$ cat config.mk
export PLATFORM = sky130hd
export DESIGN_NAME = vend_sequencer
export DESIGN_NICKNAME = d
export VERILOG_FILES = /design/src/rtl/vend_sequencer.sv
export SDC_FILE = /design/constraint.sdc
export NUM_CORES = 1
export LEC_CHECK = 0
export ABC_AREA = 1
export CAP_MARGIN = 20
export CORE_AREA = 5 5 76 78
export DETAILED_ROUTE_END_ITERATION = 16
export DIE_AREA = 0 0 81 83
export PLACE_DENSITY_LB_ADDON = 0.08
export SLEW_MARGIN = 20
export SYNTH_ARGS = -nofsm -noshare
export SYNTH_HDL_FRONTEND = slang
export SYNTH_SLANG_ARGS = --single-unit
$ cat constraint.sdc
create_clock -name i_clk -period 1.5 [get_ports i_clk]
set_input_delay 0.3 -clock i_clk [delete_from_list [all_inputs] [get_ports i_clk]]
set_output_delay 0.3 -clock i_clk [all_outputs]
set_load 0.02 [all_outputs]
$ cat src/rtl/vend_sequencer.sv
// vend_sequencer: front-panel and dispense controller for the drink vending machine.
// Debounces two active-low buttons into SELECT / CONFIRM / CANCEL events, tracks coin
// credit and the selected drink, and runs one dispense transaction at a time over a
// valid/ready handshake with a timeout.
//
// Ports:
//   i_clk, i_rst_n        clock, asynchronous active-low reset
//   i_btn1, i_btn2        raw buttons A (select) / B (confirm), active-low, asynchronous
//   i_coin                one-cycle pulse, +1 credit
//   i_dispense_ready      mechanism accepts the pending request
//   o_lights              active-low selection LEDs (bit0 drink 1 .. bit2 drink 3)
//   o_dispense_valid      dispense request pending
//   o_dispense_sel        drink being dispensed (1..3)
//   o_credit              saturating credit
//   o_refund/_valid       credit returned on cancel, one-cycle strobe
//   o_deny                one-cycle pulse: confirm rejected
//   o_fault               one-cycle pulse: dispense timeout
//
// Optional feature macro: STOCK_TRACK_EN (per-slot stock counters, empty-slot LED blink).
module vend_sequencer #(
  parameter int unsigned DEBOUNCE_CYCLES  = 16,
  parameter int unsigned PRICE            = 2,
  parameter int unsigned DISPENSE_TIMEOUT = 64
`ifdef STOCK_TRACK_EN
  ,
  parameter int unsigned STOCK_INIT       = 3
`endif
) (
  input  logic       i_clk,
  input  logic       i_rst_n,
  input  logic       i_btn1,
  input  logic       i_btn2,
  input  logic       i_coin,
  input  logic       i_dispense_ready,
  output logic [2:0] o_lights,
  output logic       o_dispense_valid,
  output logic [1:0] o_dispense_sel,
  output logic [3:0] o_credit,
  output logic [3:0] o_refund,
  output logic       o_refund_valid,
  output logic       o_deny,
  output logic       o_fault
);

  localparam int unsigned DbW  = $clog2(DEBOUNCE_CYCLES + 1);
  localparam int unsigned TmoW = $clog2(DISPENSE_TIMEOUT + 1);

  typedef enum logic [1:0] {StIdle, StDispense, StDone} state_e;

  function automatic logic [2:0] sel_to_lights(input logic [1:0] s);
    case (s)
      2'd1:    return 3'b110;
      2'd2:    return 3'b101;
      2'd3:    return 3'b011;
      default: return 3'b111;
    endcase
  endfunction

  // ---------------- input conditioning (index 0 = button A, 1 = button B) -----------
  logic [1:0]     w_btn;
  logic [1:0]     r_sync1, r_sync2, r_db, r_db_prev;
  logic [DbW-1:0] r_cnt [2];

  assign w_btn = {i_btn2, i_btn1};

  always_ff @(posedge i_clk or negedge i_rst_n) begin
    if (!i_rst_n) begin
      r_sync1   <= 2'b11;
      r_sync2   <= 2'b11;
      r_db      <= 2'b11;
      r_db_prev <= 2'b11;
      for (int i = 0; i < 2; i++) r_cnt[i] <= '0;
    end else begin
      r_sync1   <= w_btn;
      r_sync2   <= r_sync1;
      r_db_prev <= r_db;
      for (int i = 0; i < 2; i++) begin
        if (r_sync2[i] != r_db[i]) begin
          if (r_cnt[i] == DbW'(DEBOUNCE_CYCLES - 1)) begin
            r_db[i]  <= r_sync2[i];
            r_cnt[i] <= '0;
          end else begin
            r_cnt[i] <= r_cnt[i] + 1'b1;
          end
        end else begin
          r_cnt[i] <= '0;
        end
      end
    end
  end

  // ---------------- event decode ----------------
  logic       r_chord;
  logic       w_both_low, w_cancel, w_select, w_confirm;
  logic [1:0] w_fall;

  assign w_both_low = ~r_db[0] & ~r_db[1];
  assign w_fall     = r_db_prev & ~r_db;
  assign w_cancel   = w_both_low & ~r_chord;
  // A chord latches until both buttons are back up; single-button events are masked meanwhile.
  assign w_select   = w_fall[0] & ~w_both_low & ~r_chord;
  assign w_confirm  = w_fall[1] & ~w_both_low & ~r_chord;

  always_ff @(posedge i_clk or negedge i_rst_n) begin
    if (!i_rst_n)          r_chord <= 1'b0;
    else if (w_both_low)   r_chord <= 1'b1;
    else if (&r_db)        r_chord <= 1'b0;
  end

  // ---------------- credit arithmetic ----------------
  state_e          r_state;
  logic [1:0]      r_sel;
  logic [2:0]      r_lights;
  logic [TmoW-1:0] r_tmo;
  logic            w_debit;
  logic [4:0]      w_credit_sum;
  logic [3:0]      w_credit_nxt;
  logic            w_in_stock;

  assign w_debit = (r_state == StDispense) & i_dispense_ready;

  // Debit only happens with credit >= PRICE, so the 5-bit sum never underflows.
  always_comb begin
    w_credit_sum = {1'b0, o_credit} + {4'b0, i_coin};
    if (w_debit) w_credit_sum = w_credit_sum - 5'(PRICE);
    w_credit_nxt = (w_credit_sum > 5'd15) ? 4'hf : w_credit_sum[3:0];
  end

  // ---------------- optional stock tracking ----------------
`ifdef STOCK_TRACK_EN
  logic [3:0]  r_stock [3];
  logic [19:0] r_blink;
  logic [3:0]  w_stock_cur;

  always_comb begin
    w_stock_cur = '0;
    case (r_sel)
      2'd1:    w_stock_cur = r_stock[0];
      2'd2:    w_stock_cur = r_stock[1];
      2'd3:    w_stock_cur = r_stock[2];
      default: w_stock_cur = '0;
    endcase
  end

  assign w_in_stock = (w_stock_cur != 4'd0);

  always_ff @(posedge i_clk or negedge i_rst_n) begin
    if (!i_rst_n) begin
      for (int i = 0; i < 3; i++) r_stock[i] <= 4'(STOCK_INIT);
      r_blink <= '0;
    end else begin
      r_blink <= r_blink + 1'b1;
      if (w_debit) begin
        for (int i = 0; i < 3; i++) begin
          if (r_sel == 2'(i + 1)) r_stock[i] <= r_stock[i] - 4'd1;
        end
      end
    end
  end

  // An empty selected slot blanks its LED during the upper half of the blink period.
  assign o_lights = r_lights |
                    (((r_sel != 2'd0) && !w_in_stock && r_blink[19]) ? 3'b111 : 3'b000);
`else
  assign w_in_stock = 1'b1;
  assign o_lights   = r_lights;
`endif

  // ---------------- transaction FSM ----------------
  always_ff @(posedge i_clk or negedge i_rst_n) begin
    if (!i_rst_n) begin
      r_state          <= StIdle;
      r_sel            <= 2'd0;
      r_lights         <= 3'b111;
      r_tmo            <= '0;
      o_dispense_valid <= 1'b0;
      o_dispense_sel   <= 2'd0;
      o_credit         <= 4'd0;
      o_refund         <= 4'd0;
      o_refund_valid   <= 1'b0;
      o_deny           <= 1'b0;
      o_fault          <= 1'b0;
    end else begin
      o_refund_valid <= 1'b0;
      o_deny         <= 1'b0;
      o_fault        <= 1'b0;
      o_credit       <= w_credit_nxt;
      case (r_state)
        StIdle: begin
          if (w_cancel) begin
            o_refund       <= o_credit;
            o_refund_valid <= 1'b1;
            o_credit       <= {3'b000, i_coin};
            r_sel          <= 2'd0;
            r_lights       <= 3'b111;
          end else if (w_select) begin
            r_sel    <= (r_sel == 2'd3) ? 2'd1 : r_sel + 2'd1;
            r_lights <= sel_to_lights((r_sel == 2'd3) ? 2'd1 : r_sel + 2'd1);
          end else if (w_confirm) begin
            if ((r_sel != 2'd0) && (o_credit >= 4'(PRICE)) && w_in_stock) begin
              r_state          <= StDispense;
              o_dispense_valid <= 1'b1;
              o_dispense_sel   <= r_sel;
              r_tmo            <= '0;
            end else begin
              o_deny <= 1'b1;
            end
          end
        end
        StDispense: begin
          // Panel events are dropped here; the handshake wins over a same-cycle timeout.
          if (i_dispense_ready) begin
            o_dispense_valid <= 1'b0;
            r_state          <= StDone;
          end else if (r_tmo == TmoW'(DISPENSE_TIMEOUT - 1)) begin
            o_dispense_valid <= 1'b0;
            o_fault          <= 1'b1;
            r_state          <= StIdle;
          end else begin
            r_tmo <= r_tmo + 1'b1;
          end
        end
        StDone: begin
          r_sel    <= 2'd0;
          r_lights <= 3'b111;
          r_state  <= StIdle;
        end
        default: r_state <= StIdle;
      endcase
    end
  end

endmodule

==> impl_metrics.json, run 1 <==
{
  "status": "finished with violations",
  "violations": "negative setup slack",
  "synth_area_leaders": "dfrtp_1 (42%), dfstp_2 (13%), nand2_1 (7.3%)",
  "hp-class": "flop to flop",
  "ys_types": 30,
  "worstReg2RegStart": "o_credit[0]",
  "finalCriticalPeriod_ns": 1.593,
  "clock_skew_ns": 0.006010,
  "holdCritStartpoint": "r_sync1[1]",
  "peakVddDrop_mv": 0.6086,
  "syn_nets": 235,
  "startpoint_type": "flop",
  "grt_usage_pct": 13.99,
  "cp_data_arrival_time_ns": 1.79,
  "synth-main-ff-cell": "dfrtp_1",
  "worstPathRequired_ns": 1.69,
  "final-setup-viol-count": 17,
  "rr_worst_depth": 7,
  "cpMostUsedCell": "ha_4",
  "setup_ws_ns": -0.09292,
  "synth_xor_area_share_pct": 3.644,
  "drv_cap": 0,
  "critPathTopFamily": "adder cells",
  "drive_gt1_share_pct": 32.00,
  "coreArea_sq_mm": 0.005010,
  "busiest_layer": "met2",
  "synth_top_area_share_pct": 41.64,
  "grt_use_met3_pct": 4.221,
  "netlist_area_sq_mm": 0.002163,
  "cts-root-buf": "clkbuf_8",
  "multi_input_area_sq_mm": 0.001032,
  "relSlewSlack_pct": 71.47,
  "grt_use_met2_pct": 22.11,
  "fp-row-count": 26,
  "rrSetupSlack_ns": -0.09,
  "fin_nets": 290,
  "muxShareOfSynthArea_pct": 0,
  "fin_util_pct": 58.87,
  "syn_area_per_cell_sq_um": 9.878,
  "slew_violations": 0,
  "slowest_stage": "dfrtp_2",
  "yosys_warnings": 0,
  "path_max_fanout": 3,
  "fill_cells": 462,
  "path_class": "flop to flop",
  "vias": 1604,
  "die_x_um": 81,
  "use_met1_pct": 17.90,
  "holdPathStages": 0,
  "power.density_mw_per_mm2": 1204,
  "synth-edff-count": 0,
  "ys_seq_area_share_pct": 55.00,
  "portBuffers": 22,
  "tns_ns": -0.6576,
  "dp.cells": 326,
  "synth_most_common_cell": "nand2_1",
  "seq_area_sq_mm": 0.001192,
  "synth-compound-area-share_pct": 6.883,
  "holdPathEnd": "r_sync2[1]",
  "synthAdderAreaFrac_pct": 5.784,
  "hpwl_um": 2930,
  "antenna_found_initial": 0,
  "instances_no_fill": 345,
  "htree_levels": 2,
  "synth_top_family_by_area": "simple AND/OR/NAND/NOR gates",
  "area_growth_pct": 36.32,
  "gp_congestion": 0.7500,
  "power_mw": 3.550,
  "synth-seq-cells": 47,
  "critical_path_buf_inv_count": 0,
  "rr_endpoint": "o_credit[3]",
  "synthTopCellsByCount": "nand2_1 (42), dfrtp_1 (36), inv_1 (24), nor2_1 (20), nand3_1 (16)",
  "yosys.area.top_type": "dfrtp_1",
  "clkTransAtPathRegs_ns": 0.09,
  "postSynthCellCount": 219,
  "start_util_pct": 43.18,
  "fmax_ghz": 0.6278,
  "crit_start": "o_credit[0]",
  "async_reset_ff_share_pct": 100.0,
  "rsz0062_at_grt": "yes",
  "vias_per_cell": 4.649,
  "tritoncts": "done",
  "p_leak_nw": 1.403,
  "ctsLongestPathBuffers": 2,
  "cts.sinks": 47,
  "clock_latency_ns": 0.30,
  "drt_wl_total_um": 4215,
  "grt_pass1_vias": 1647,
  "drc": 0,
  "n_antenna_cell": 0,
  "io_pins": 23,
  "dieArea_sq_mm": 0.006723,
  "tightestPinTransition_ns": 0.4280,
  "finalCritPeriodShare_pct": 106.2,
  "die_h_um": 83,
  "drt-wirelength-per-cell_um": 12.22,
  "crit_path_end_kind": "flop",
  "grt.overflow.total": 0,
  "grt_max_degree": 23,
  "critPathMaxStageDelay_ns": 0.43,
  "drt_first_pass_iters": 4,
  "synthSimpleGateAreaFrac_pct": 23.31,
  "cts_made_buffers": 5,
  "drt_iter0_markers": 45,
  "antenna_left": 0,
  "path_cells": "ha_4 -> ha_4 -> xnor2_4 -> ha_2 -> nand2_2 -> xnor2_2 -> a21oi_2",
  "finalHoldViolCount": 0,
  "grt_first_pass_wirelength_um": 7355
}
-- layer usage --
metal  up-vias  routed length (um)
li1        823                   -
met1       753                1937
met2        22                2037
met3         6                 166
met4         0                  72
met5         -                   0
-- worst register-to-register path: stages (launching register included) --
cell and delay [ns]:
dfrtp_2 0.43, ha_4 0.18, ha_4 0.18, xnor2_4 0.21, ha_2 0.21, nand2_2 0.06, xnor2_2 0.15, a21oi_2 0.07
-- state kept, by name, indices dropped and copies added, names as in the netlist, 2 cells and up --
signal and flops:
o_dispense_sel 2, r_cnt 10, r_db 2, r_tmo 7, r_db_prev 2, o_credit 4, o_lights 3, r_sync2 2
r_state 2, r_sel 2, r_sync1 2, o_refund 4
-- metrics by stage --
stage                     area [sq um]  hold slack, ns  setup WS (ns)
after floorplan                   2223        0.004409       -0.02332
after global placement            2651          0.2558        -0.3586
after detailed placement          2651          0.2598        -0.4151
after CTS                         2788          0.3612       -0.09222
after global routing              2949          0.3634        -0.1860
final                             2949          0.3598       -0.09292
-- final cells by class --
type | instances | share of cell area (%)
sequential | 47 | 40.43
clock inverter | 2 | 1.273
clock buffer | 6 | 2.461
timing repair buffer | 47 | 13.92
tap | 70 | 2.970
multi-input combinational | 144 | 35.00
inverter | 29 | 3.946
-- worst max path at each step --
stage / endpoint / cells after the start
after global placement: o_credit[3] / 8
after global routing: r_tmo[5] / 9
after floorplan: r_tmo[5] / 9
final: o_credit[3] / 7
after detailed placement: o_credit[3] / 8
after CTS: r_tmo[5] / 9
-- cell usage in the layout, fill, tap and decap left out, drive strengths merged --
cell,count
nand2,43
dfrtp,36
inv,29
buf,25
nor2,24
nand3,21
dlygate4sd2,14
a21oi,12
dfstp,11
o21ai,11
ha,10
clkbuf,7
xor2,5
xnor2,4
nand4,3
nor3,3
clkdlybuf4s50,3
clkdlybuf4s15,3
and3,2
o22ai,2
or2,1
nor4,1
o211a,1
nor3b,1
bufinv,1
clkinvlp,1
dlygate4sd3,1
-- power by group --
part	internal [mW]	total, mW	leakage (nW)	switching, mW
registers	1.39	1.50	0.591	0.112
logic	0.594	1.13	0.761	0.536
clock network	0.497	0.920	0.0514	0.423
-- cell families (layout without fill, tap and decap cells) --
| kind of cell | after synthesis | after routing |
|---|---|---|
| AND/OR/NAND/NOR | 98 | 99 |
| flip-flops | 47 | 47 |
| buffers and inverters | 29 | 84 |
| AO/OA/AOI/OAI | 26 | 26 |
| adder cells (fa/ha/maj) | 10 | 10 |
| XOR/XNOR | 9 | 9 |
-- what timing repair did --
action | 4_1_cts | 5_1_grt
gates resized for setup | 24 | 29
hold endpoints to repair | 15 | 0
buffers inserted | 1 | 8
endpoints found under the setup margin | 37 | 25
pin swaps | 4 | 7
gates cloned | 1 | 0
hold buffers | 1 | 0
Power figures use the tool's default switching activity.
==> run 2: changes to the inputs <==
Settings changed: ABC_AREA 1 to not set, MAX_ROUTING_LAYER set to met4, SETUP_SLACK_MARGIN set to 0.5.
==> run 2 against run 1 <==
Compared with the run above:
- the flow still finishes with violations (negative setup slack)
- synthesized cell count is 14% lower
- cell count up 4.1%
- wire length grew 19%
- critical path type unchanged
- critical path depth is 1 lower
- register-to-register slack lost 0.14 ns
- sequential cell count is the same
- worst setup slack lost 0.14 ns
==> impl_metrics.json, run 2 <==
{
  "cts.sinks": 47,
  "area_growth_pct": 62.59,
  "grt.overflow.total": 0,
  "hpwl_um": 3207,
  "syn_nets": 205,
  "die_h_um": 83,
  "hp-class": "flop to flop",
  "n_antenna_cell": 0,
  "netlist_area_sq_mm": 0.002161,
  "start_util_pct": 43.13,
  "htree_levels": 2,
  "antenna_found_initial": 0,
  "vias": 1733,
  "critPathMaxStageDelay_ns": 0.55,
  "vias_per_cell": 4.827,
  "startpoint_type": "flop",
  "ys_seq_area_share_pct": 55.07,
  "fmax_ghz": 0.5754,
  "mostFrequentLayoutCells": "buf_4 (53), buf_6 (34), dfrtp_1 (33)",
  "grt_max_degree": 48,
  "status": "finished with violations",
  "holdWs_ns": 0.3594,
  "clock_skew_ns": 0.004462,
  "grt_first_pass_wirelength_um": 8307,
  "postSynthCellCount": 189,
  "clock_latency_ns": 0.30,
  "gp_congestion": 0.8059,
  "final_common_cell": "buf_4",
  "drive_gt1_share_pct": 58.82,
  "coreArea_sq_mm": 0.005010,
  "critPathTopFamily": "flip-flops",
  "yosys_warnings": 0,
  "largestRegisters": "r_cnt x10, r_tmo x7",
  "slew_violations": 0,
  "tightestPinTransition_ns": 0.2863,
  "clkTransAtPathRegs_ns": 0.08,
  "cts_made_buffers": 5,
  "fin_nets": 304,
  "cts-root-buf": "clkbuf_8",
  "synth_most_common_cell": "dfrtp_1",
  "violations": "negative setup slack",
  "ys_types": 44,
  "rsz0062_at_grt": "yes",
  "relSlewSlack_pct": 80.74,
  "syn_area_per_cell_sq_um": 11.43,
  "power_mw": 3.666,
  "yosys.area.top_type": "dfrtp_1",
  "antenna_left": 0,
  "crit_path_end_kind": "flop",
  "drv_cap": 0,
  "drt_iter0_markers": 47,
  "io_pins": 23,
  "cp_data_arrival_time_ns": 1.92,
  "fin_util_pct": 70.13,
  "finalHoldViolCount": 0,
  "power.density_mw_per_mm2": 1044,
  "async_reset_ff_share_pct": 100.0,
  "peakVddDrop_mv": 0.6086,
  "largest_reg_flops": 10,
  "ctsLongestPathBuffers": 2,
  "slowest_stage": "dfstp_2",
  "synth-edff-count": 0,
  "die_x_um": 81,
  "worstPathRequired_ns": 1.69,
  "top_register": "r_cnt",
  "synth-main-ff-cell": "dfrtp_1",
  "finalCritPeriodShare_pct": 115.9,
  "grt_pass1_vias": 1775,
  "final-setup-viol-count": 23,
  "finalCriticalPeriod_ns": 1.738,
  "synth_area_leaders": "dfrtp_1 (42%), dfstp_2 (13%), ha_1 (5.8%)",
  "drt_wl_total_um": 5005,
  "drc": 0,
  "p_leak_nw": 1.577,
  "drt-wirelength-per-cell_um": 13.94,
  "synthTopCellsByCount": "dfrtp_1 (36), nand2_1 (19), nor2_1 (14), dfstp_2 (11), o21ai_0 (11)",
  "grt_usage_pct": 16.07,
  "path_max_fanout": 3,
  "fp-row-count": 26,
  "dieArea_sq_mm": 0.006723,
  "tritoncts": "done",
  "path_cells": "inv_2 -> ha_4 -> nor4b_4 -> nand4_1 -> nor2_4 -> mux2_4",
  "synth_top_area_share_pct": 41.69,
  "critical_path_buf_inv_count": 1,
  "drt_first_pass_iters": 4,
  "setup_ws_ns": -0.2379,
  "path_class": "flop to flop",
  "synth-seq-cells": 47,
  "portBuffers": 22
}
## run 2: changes by cell type in the layout (fill, tap and decap cells not counted), moves of 8 or more
cell	previous run	this run
buf_6	4	34
nand2_1	38	19
nor2_1	18	10
dlygate4sd2_1	14	2
inv_1	22	4
buf_4	19	53
## run 2: where the power goes
group          internal (mW)  leakage, nW  switching, mW
combinational          0.746        0.947          0.621
clock                  0.421       0.0515          0.408
sequential              1.38        0.579         0.0867
## run 2: layer usage
layer	GRT usage (%)	vias to the layer above	wire, um
li1	-	848	-
met1	19.71	858	2138
met2	25.99	18	2660
met3	3.680	9	134
met4	5.223	0	72
met5	-	-	0
## run 2: layout make-up
cell class                 instances  area [sq um]
multi-input combinational        128          1224
inverter                          12         55.05
timing repair buffer              94         853.3
clock buffer                       8         100.1
sequential                        47          1194
tap                               70         87.58
fill                             379          1496
## run 2: final timing paths
path | end | start | slack (ns) | cells after the start
max reg2reg | o_dispense_sel[1] | r_db[1] | -0.24 | 6
max in group asynchronous | r_db[1] | i_rst_n | 0.72 | 3
min in group asynchronous | r_cnt[3] | i_rst_n | 0.51 | 3
max | o_dispense_sel[1] | r_db[1] | -0.24 | 6
min | r_sync2[1] | r_sync1[1] | 0.36 | 0
min reg2reg | r_sync2[1] | r_sync1[1] | 0.36 | 0
## run 2: timing repair
action	4_1_cts	5_1_grt
cloned	1	0
pin swaps	18	9
hold endpoints to repair	36	0
setup buffers	22	10
setup endpoints to repair	58	58
hold buffers	1	0
gates resized for setup	154	20
## run 2: logic make-up (layout without fill, tap and decap cells)
| kind of cell | count (synthesis) | after routing | share of synthesized area (%) |
|---|---|---|---|
| buffers and inverters | 14 | 114 | 3.358 |
| and+or+nand+nor | 68 | 68 | 17.37 |
| DFF | 47 | 47 | 55.07 |
| xor gates and xnor gates | 9 | 9 | 3.648 |
| adders and majority gates | 10 | 10 | 5.790 |
| AOI/OAI and AO/OA | 33 | 33 | 10.71 |
| muxes | 8 | 8 | 4.053 |
## run 2: stage by stage
step / setup TNS, ns / instance area (sq um) / setup WS, ns / cells
after CTS: -2.861 / 3331 / -0.2345 / 349
after detailed placement: -5.335 / 2844 / -0.4463 / 317
after global placement: -4.533 / 2844 / -0.3879 / 317
final: -2.917 / 3513 / -0.2379 / 359
after floorplan: -0.9345 / 2266 / -0.2224 / 189
after global routing: -4.629 / 3513 / -0.2993 / 359
